**config.mk**
```make
export PLATFORM = sky130hd
export DESIGN_NAME = cbus_arb_flat
export DESIGN_NICKNAME = d
export VERILOG_FILES = /design/src/rtl/cbus_arb_if.sv /design/src/rtl/cbus_arb.sv /design/src/flat_wrapper.sv
export SDC_FILE = /design/constraint.sdc
export NUM_CORES = 1
export LEC_CHECK = 0
export CORE_AREA = 2 2 39 41
export DETAILED_ROUTE_END_ITERATION = 12
export DIE_AREA = 0 0 41 43
export PLACE_DENSITY_LB_ADDON = 0.1
export SYNTH_ARGS = -nofsm -noshare
export SYNTH_HDL_FRONTEND = slang
export SYNTH_SLANG_ARGS = --single-unit
```
**constraint.sdc**
```tcl
create_clock -name clk -period 2 [get_ports clk]
set_input_delay 0.6 -clock clk [delete_from_list [all_inputs] [get_ports clk]]
set_output_delay 0.6 -clock clk [all_outputs]
set_load 0.1 [all_outputs]
```
**src/rtl/cbus_arb_if.sv**
```systemverilog
// Control-bus arbitration signals shared by the arbiter and its four masters.
interface cbus_arb_if;
  logic       m0_req;
  logic       m1_req;
  logic       m2_req;
  logic       m3_req;
  logic       m_ack;
  logic       m0_grnt;
  logic       m1_grnt;
  logic       m2_grnt;
  logic       m3_grnt;
  logic [1:0] arb_owner;
  logic       arb_busy;
  logic       arb_timeout;

  modport slave (
    input  m0_req, m1_req, m2_req, m3_req, m_ack,
    output m0_grnt, m1_grnt, m2_grnt, m3_grnt, arb_owner, arb_busy, arb_timeout
  );

  modport master (
    output m0_req, m1_req, m2_req, m3_req, m_ack,
    input  m0_grnt, m1_grnt, m2_grnt, m3_grnt, arb_owner, arb_busy, arb_timeout
  );
endinterface

```
**src/rtl/cbus_arb.sv**
```systemverilog
// Four-master round-robin control-bus arbiter with registered one-hot grants.
// Optional grant-hold watchdog enabled by defining CBUS_ARB_TIMEOUT_EN.
//
// state   | meaning
// --------+-----------------------------------------------------------
// ST_IDLE | no grant asserted; arbitrate any pending request
// ST_BUSY | grant held by owner until m_ack, abandon or timeout
module cbus_arb #(
  parameter int TIMEOUT_CYC = 255
) (
  input logic       clk,
  input logic       reset_,
  cbus_arb_if.slave bus
);

  localparam logic [0:0] ST_IDLE = 1'b0;
  localparam logic [0:0] ST_BUSY = 1'b1;

  logic [0:0] state;
  logic [1:0] owner;
  logic [3:0] req;
  logic [3:0] grnt;
  logic [1:0] winner;
  logic [1:0] rr_cand;
  logic       rr_found;
  logic       owner_req;
  logic       timeout_hit;

  assign req       = {bus.m3_req, bus.m2_req, bus.m1_req, bus.m0_req};
  assign owner_req = req[owner];

  // Search starts one past the last owner so the last owner is lowest priority.
  always_comb begin
    winner   = owner;
    rr_cand  = owner;
    rr_found = 1'b0;
    for (int i = 1; i <= 4; i++) begin
      rr_cand = owner + 2'(i);
      if (!rr_found && req[rr_cand]) begin
        winner   = rr_cand;
        rr_found = 1'b1;
      end
    end
  end

`ifdef CBUS_ARB_TIMEOUT_EN
  localparam int TO_BITS = $clog2(TIMEOUT_CYC + 1);
  localparam int CNT_W   = (TO_BITS < 8) ? 8 : ((TO_BITS > 16) ? 16 : TO_BITS);

  logic [CNT_W-1:0] hold_cnt;
  logic             timeout_q;

  // hold_cnt counts completed no-ack cycles, so the compare fires on the last held cycle.
  assign timeout_hit = (hold_cnt == CNT_W'(TIMEOUT_CYC - 1));

  always_ff @(posedge clk or negedge reset_) begin
    if (!reset_) begin
      hold_cnt  <= '0;
      timeout_q <= 1'b0;
    end else begin
      timeout_q <= (state == ST_BUSY) && !bus.m_ack && timeout_hit;
      if ((state == ST_BUSY) && !bus.m_ack && owner_req && !timeout_hit)
        hold_cnt <= hold_cnt + CNT_W'(1);
      else
        hold_cnt <= '0;
    end
  end

  assign bus.arb_timeout = timeout_q;
`else
  logic unused_timeout_cfg;

  assign unused_timeout_cfg = (TIMEOUT_CYC != 0);
  assign timeout_hit        = 1'b0;
  assign bus.arb_timeout    = 1'b0;
`endif

  always_ff @(posedge clk or negedge reset_) begin
    if (!reset_) begin
      state <= ST_IDLE;
      owner <= 2'd3;
    end else begin
      case (state)
        ST_IDLE: begin
          if (|req) begin
            state <= ST_BUSY;
            owner <= winner;
          end
        end
        ST_BUSY: begin
          if (bus.m_ack) begin
            if (|req) owner <= winner;
            else      state <= ST_IDLE;
          end else if (timeout_hit || !owner_req) begin
            state <= ST_IDLE;
          end
        end
      endcase
    end
  end

  always_comb begin
    grnt = 4'b0000;
    if (state == ST_BUSY) grnt[owner] = 1'b1;
  end

  assign bus.m0_grnt   = grnt[0];
  assign bus.m1_grnt   = grnt[1];
  assign bus.m2_grnt   = grnt[2];
  assign bus.m3_grnt   = grnt[3];
  assign bus.arb_owner = owner;
  assign bus.arb_busy  = |grnt;

endmodule

```
**src/flat_wrapper.sv**
```systemverilog
// flat-port wrapper written by rule: the top's interface ports become plain ports
module cbus_arb_flat 
#(
  parameter int TIMEOUT_CYC = 255
)
  (clk, reset_, bus_m0_req, bus_m1_req, bus_m2_req, bus_m3_req, bus_m_ack, bus_m0_grnt, bus_m1_grnt, bus_m2_grnt, bus_m3_grnt, bus_arb_owner, bus_arb_busy, bus_arb_timeout);
  cbus_arb_if bus_i ();
  input logic clk;
  input logic reset_;
  input wire logic [$bits(bus_i.m0_req)-1:0] bus_m0_req;
  input wire logic [$bits(bus_i.m1_req)-1:0] bus_m1_req;
  input wire logic [$bits(bus_i.m2_req)-1:0] bus_m2_req;
  input wire logic [$bits(bus_i.m3_req)-1:0] bus_m3_req;
  input wire logic [$bits(bus_i.m_ack)-1:0] bus_m_ack;
  output wire logic [$bits(bus_i.m0_grnt)-1:0] bus_m0_grnt;
  output wire logic [$bits(bus_i.m1_grnt)-1:0] bus_m1_grnt;
  output wire logic [$bits(bus_i.m2_grnt)-1:0] bus_m2_grnt;
  output wire logic [$bits(bus_i.m3_grnt)-1:0] bus_m3_grnt;
  output wire logic [$bits(bus_i.arb_owner)-1:0] bus_arb_owner;
  output wire logic [$bits(bus_i.arb_busy)-1:0] bus_arb_busy;
  output wire logic [$bits(bus_i.arb_timeout)-1:0] bus_arb_timeout;
  assign bus_i.m0_req = bus_m0_req;
  assign bus_i.m1_req = bus_m1_req;
  assign bus_i.m2_req = bus_m2_req;
  assign bus_i.m3_req = bus_m3_req;
  assign bus_i.m_ack = bus_m_ack;
  assign bus_m0_grnt = bus_i.m0_grnt;
  assign bus_m1_grnt = bus_i.m1_grnt;
  assign bus_m2_grnt = bus_i.m2_grnt;
  assign bus_m3_grnt = bus_i.m3_grnt;
  assign bus_arb_owner = bus_i.arb_owner;
  assign bus_arb_busy = bus_i.arb_busy;
  assign bus_arb_timeout = bus_i.arb_timeout;
  cbus_arb #(.TIMEOUT_CYC(TIMEOUT_CYC)) u_core (.clk(clk), .reset_(reset_), .bus(bus_i));
endmodule
```
==> results.toml, run 1 <==
[worst_setup_path]
critPathKind = "reg -> out"
reg2reg_slack_ns = -0.02
required_ns = 1.40
cp-start-kind = "flop"
path_buf_inv = 2
cp.arrival_ns = 1.91
critPathTopFamily = "simple AND/OR/NAND/NOR gates"
critPathMaxFanout = 4
slowest_delay_ns = 0.64
slowest_stage = "dfstp_4"
worstPathCellList = "inv_4 -> ha_4 -> and2_4 -> or4_4 -> buf_12"
worstSetupEndpointType = "output pin"

[finish]
final_common_cell = "buf_4"
diodes = 0
final_cell_mix = "buf_4, buf_12, clkdlybuf4s50_1"
layout-drive-gt1-share_pct = 60.3
nets = 90
syn2layout_area_growth_pct = 110

[cts]
clockBufferDepth = 2
numClockSinks = 3
worstSkewPairLatency_ns = 0.24
cts_tree = "built"
path_clk_slew_ns = 0.04
cts-htree-levels = 1
hold_buffers = 0
clockRootBuffer = "clkbuf_4"
cts_made_buffers = 3

[logic_synthesis]
ys_seq_area_share_pct = 17.9
synth_cells = 44
synth_area_um2 = 433
synth_edf_count = 0
async_flop_share_pct = 100
synth_top_flop_cell = "dfstp_2"
yosys_warnings = 0
ys_types = 27
syn_area_per_cell_um2 = 9.84
synth_fp_nets = 55
synth_seq_cells = 3

[sta]
finalCriticalPeriod_ns = 2.51
hold_viol_final = 0
finalCritPeriodShare_pct = 126
finalSetupViolations = 7
rsz0062_at_grt = "true"
fmax_mhz = 398
fin_ws_ns = -0.512
clock_skew_ns = 0.00732
slew_viol_final = 0

[global_route]
antenna_found_initial = 0
grt_pass1_vias = 506
grt_pass1_wl_um = 2100
grt_overflow = 0
grt_max_degree = 12
groute.usage.overall_pct = 18.3

[die]
die_area_um2 = 1760
core-area_um2 = 1380
die_width_um = 41
ioPinCount = 15
rows = 14
initial_core_util_pct = 31.3
fp.dieH_um = 43

[outcome]
violations = "setup timing"
outcome = "complete, but fails checks"

[place]
dp_hpwl_um = 974
pre_cts_ws_ns = -0.349
portBuffers = 13
gp_congestion = 0.694

[detailed_routing]
drtIter0Drc = 8
num_vias = 470
drtPass1Iterations = 2
remaining_drc_errors = 0
drt-total-wl_um = 1250
viasPerCell = 5.00
ant_nets = 0
wl_per_cell_um = 13.3

[hold_path]
holdCritPathClass = "in -> async"

[run]
max-cap-violations = 0
area by class of cell:
type                            instances  area (um2)
Fill cell                             103         477
Multi-Input combinational cell         36         390
Timing Repair Buffer                   32         369
Sequential cell                         3        85.1
Clock buffer                            4        26.3
Tap cell                               16        20.0
Inverter                                3        16.3
per-stage QoR:
stage / cell area [um2] / hold WS (ns) / TNS (ns) / std cells / util, %
5_1_grt: 907 / 0.553 / -1.53 / 94 / 65.6
6_report: 907 / 0.555 / -1.19 / 94 / 65.6
4_1_cts: 876 / 0.557 / -1.09 / 92 / 63.3
2_1_floorplan: 483 / 0.304 / -0.973 / 44 / -
3_5_place_dp: 774 / 0.738 / -0.769 / 83 / 56.0
3_3_place_gp: 774 / 0.715 / -0.637 / 83 / 56.0
path summary, 6_finish.rpt:
path                                               from                       to  cells after the start
worst min register to register  u_core.bus.arb_owner[1]  u_core.bus.arb_owner[1]                      3
worst max-delay path            u_core.bus.arb_owner[0]             bus_arb_busy                      5
worst max register to register  u_core.bus.arb_owner[0]  u_core.bus.arb_owner[0]                      6
min in group clk                u_core.bus.arb_owner[1]  u_core.bus.arb_owner[1]                      3
worst min-delay path                             reset_             u_core.state                      1
max in group asynchronous                        reset_  u_core.bus.arb_owner[1]                      1
registers in the layout (all words and copies together), names as in the netlist:
register	count
u_core.bus.arb_owner	2
u_core.state	1
per-layer routing:
layer / global-route usage, % / vias to the layer above / part of all wire (%)
li1: - / 232 / -
met1: 14.6 / 220 / 30
met2: 37.8 / 16 / 64
met3: 2.09 / 2 / 4.7
met4: 8.00 / 0 / 1.1
met5: 0 / - / 0
logic make-up (layout without fill, tap and decap cells):
kind of cell / count (synthesis) / count (layout) / share of synthesized area (%)
compound gates: 10 / 10 / 15.9
xor+xnor: 1 / 1 / 2.02
fa+ha+maj: 4 / 4 / 11.6
other cells: 1 / 1 / 0.866
buf+inv: 5 / 39 / 6.94
mux: 6 / 6 / 24.6
simple gates: 14 / 14 / 20.2
flops: 3 / 3 / 17.9
Yosys cell counts, types with 2 or more instances:
| cell | n | share of area, % |
|---|---|---|
| inv_1 | 3 | 2.6 |
| nor3b_1 | 2 | 3.5 |
| dfstp_2 | 2 | 12 |
| a21oi_1 | 2 | 2.3 |
| and2_1 | 4 | 5.8 |
| ha_1 | 4 | 12 |
| mux2i_1 | 2 | 4.6 |
| nor2_1 | 3 | 2.6 |
| mux4_1 | 2 | 12 |
| o211ai_1 | 2 | 3.5 |
| nand2b_1 | 2 | 2.9 |
repair_timing:
action | 4_1_cts | 5_1_grt
setup endpoints to repair | 7 | 7
pin swaps | 3 | 2
setup buffers | 5 | 3
gates resized for setup | 10 | 4
Power of run 1 is left out: the tool's default activity adds up to more than one toggle a clock period on the data nets, which glitch-free logic cannot reach.
==> run 2, diff against run 1 <==
--- a/config.mk
+++ b/config.mk
@@ -6,9 +6,11 @@
 export NUM_CORES = 1
 export LEC_CHECK = 0
 export CORE_AREA = 2 2 39 41
+export CTS_CLUSTER_SIZE = 24
 export DETAILED_ROUTE_END_ITERATION = 12
 export DIE_AREA = 0 0 41 43
-export PLACE_DENSITY_LB_ADDON = 0.1
+export GPL_TIMING_DRIVEN = 0
+export PLACE_DENSITY = 0.65
 export SYNTH_ARGS = -nofsm -noshare
 export SYNTH_HDL_FRONTEND = slang
 export SYNTH_SLANG_ARGS = --single-unit
==> run 2 against run 1 <==
  * Die area unchanged
  * Cell count down 9.6%
  * Sequential cell count unchanged
  * Worst setup slack worse by 0.073 ns
  * Hold slack worse by 0.0055 ns
  * The flow still finishes with violations (setup timing)
  * Via count down 9.8%
  * Wire length down 15%
==> results.toml, run 2 (synthesized netlist as in run 1, its figures left out) <==
[cts]
cts-htree-levels = 1
cts_made_buffers = 3
worstSkewPairLatency_ns = 0.23
clockBufferDepth = 2
numClockSinks = 3
cts_tree = "built"
path_clk_slew_ns = 0.04
clockRootBuffer = "clkbuf_4"

[place]
gp_congestion = 0.687
portBuffers = 13
dp_hpwl_um = 669

[detailed_routing]
viasPerCell = 4.99
ant_nets = 0
drt-total-wl_um = 1070
wl_per_cell_um = 12.6
drtPass1Iterations = 2
drtIter0Drc = 2
remaining_drc_errors = 0
num_vias = 424

[sta]
hold_viol_final = 0
whs_ns = 0.549
rsz0062_at_grt = "true"
tightest_slew_ns = 0.950
fin_ws_ns = -0.585
finalSetupViolations = 6
finalCriticalPeriod_ns = 2.58
finalCritPeriodShare_pct = 129
relSlewSlack_pct = 36.9
clock_skew_ns = 0.00323
fmax_mhz = 387
slew_viol_final = 0

[finish]
multi_input_area_um2 = 365
fillers = 127
layout.area.seq_um2 = 85.1
nets = 81
final_util_pct = 55.2
layout-drive-gt1-share_pct = 53.6
final_cell_mix = "buf_4, and2_4, clkdlybuf4s50_1, buf_12"
syn2layout_area_growth_pct = 76.6
final_common_cell = "buf_4"
diodes = 0
largest_reg_flops = 2

[global_route]
grt.busiest_layer = "met2"
met2_usage_pct = 25.9
groute.usage.overall_pct = 15.1
grt_max_degree = 10
grt_overflow = 0
grt_pass1_wl_um = 1780
grt_use_met3_pct = 1.57
antenna_found_initial = 0
met1_usage_pct = 17.8
grt_pass1_vias = 402

[die]
die_width_um = 41
rows = 14
core-area_um2 = 1380
fp.dieH_um = 43
die_area_um2 = 1760
initial_core_util_pct = 31.3
ioPinCount = 15

[worst_setup_path]
cp-start-kind = "flop"
critPathMaxFanout = 2
required_ns = 1.40
timing.rr.start = "u_core.bus.arb_owner[0]"
reg2reg_slack_ns = -0.01
worstSetupEndpointType = "output pin"
critPathKind = "reg -> out"
cp.arrival_ns = 1.98
r2r-end = "u_core.bus.arb_owner[1]"
reg2regPathDepth = 6

[outcome]
violations = "setup timing"
outcome = "complete, but fails checks"

[run]
max-cap-violations = 0

[hold_path]
holdCritPathClass = "in -> async"
## run 2: cell count changes in the layout (fill, tap and decap cells not counted), sizes merged
cell,delta
dlygate4sd2,+3
clkdlybuf4s50,-2
buf,-10
## run 2: layout make-up
type	count	area share, %
multi-input cells	36	47.8
repair buffers	21	30.0
flip-flops and latches	3	11.1
clock buffers	4	3.44
plain buffers	2	2.95
well taps	16	2.62
inverters	3	2.13
## run 2: metal layers
| layer | vias up | share of wire (%) |
|---|---|---|
| met5 | - | 0 |
| met4 | 0 | 0 |
| met3 | 0 | 3.4 |
| met2 | 13 | 54 |
| met1 | 200 | 42 |
| li1 | 211 | - |
## run 2: worst max-delay path by stage
| stage | end | slack, ns | from |
|---|---|---|---|
| floorplan | bus_arb_busy | -0.75 | u_core.bus.arb_owner[1] |
| global placement | bus_arb_busy | -1.21 | u_core.bus.arb_owner[0] |
| detailed placement | bus_arb_busy | -1.21 | u_core.bus.arb_owner[0] |
| CTS | bus_arb_busy | -0.57 | u_core.bus.arb_owner[0] |
| global route | bus_arb_busy | -0.62 | u_core.bus.arb_owner[0] |
| finish | bus_arb_busy | -0.58 | u_core.bus.arb_owner[0] |
## run 2: critical path, cell delays in order, from the launching register on
cell and delay (ns):
dfstp_4 0.62, buf_8 0.10, inv_4 0.03, ha_4 0.13, and2_4 0.14, or4_4 0.54
buf_12 0.18
## run 2: what timing repair did
item                       4_1_cts  5_1_grt
setup endpoints to repair        8        7
pin swaps                        3        3
hold endpoints to repair         0        0
setup buffers                    8        1
resized for setup               58        2
hold buffers                     0        0
## run 2: stage by stage
stage / cell area (um2) / instances / setup slack, ns / TNS [ns]
floorplan: 483 / 44 / -0.750 / -0.973
global placement: 633 / 73 / -1.21 / -5.26
detailed placement: 633 / 73 / -1.21 / -5.27
CTS: 764 / 85 / -0.574 / -1.33
global route: 764 / 85 / -0.619 / -1.66
finish: 764 / 85 / -0.585 / -1.36
Power of run 2 is left out for the same reason.
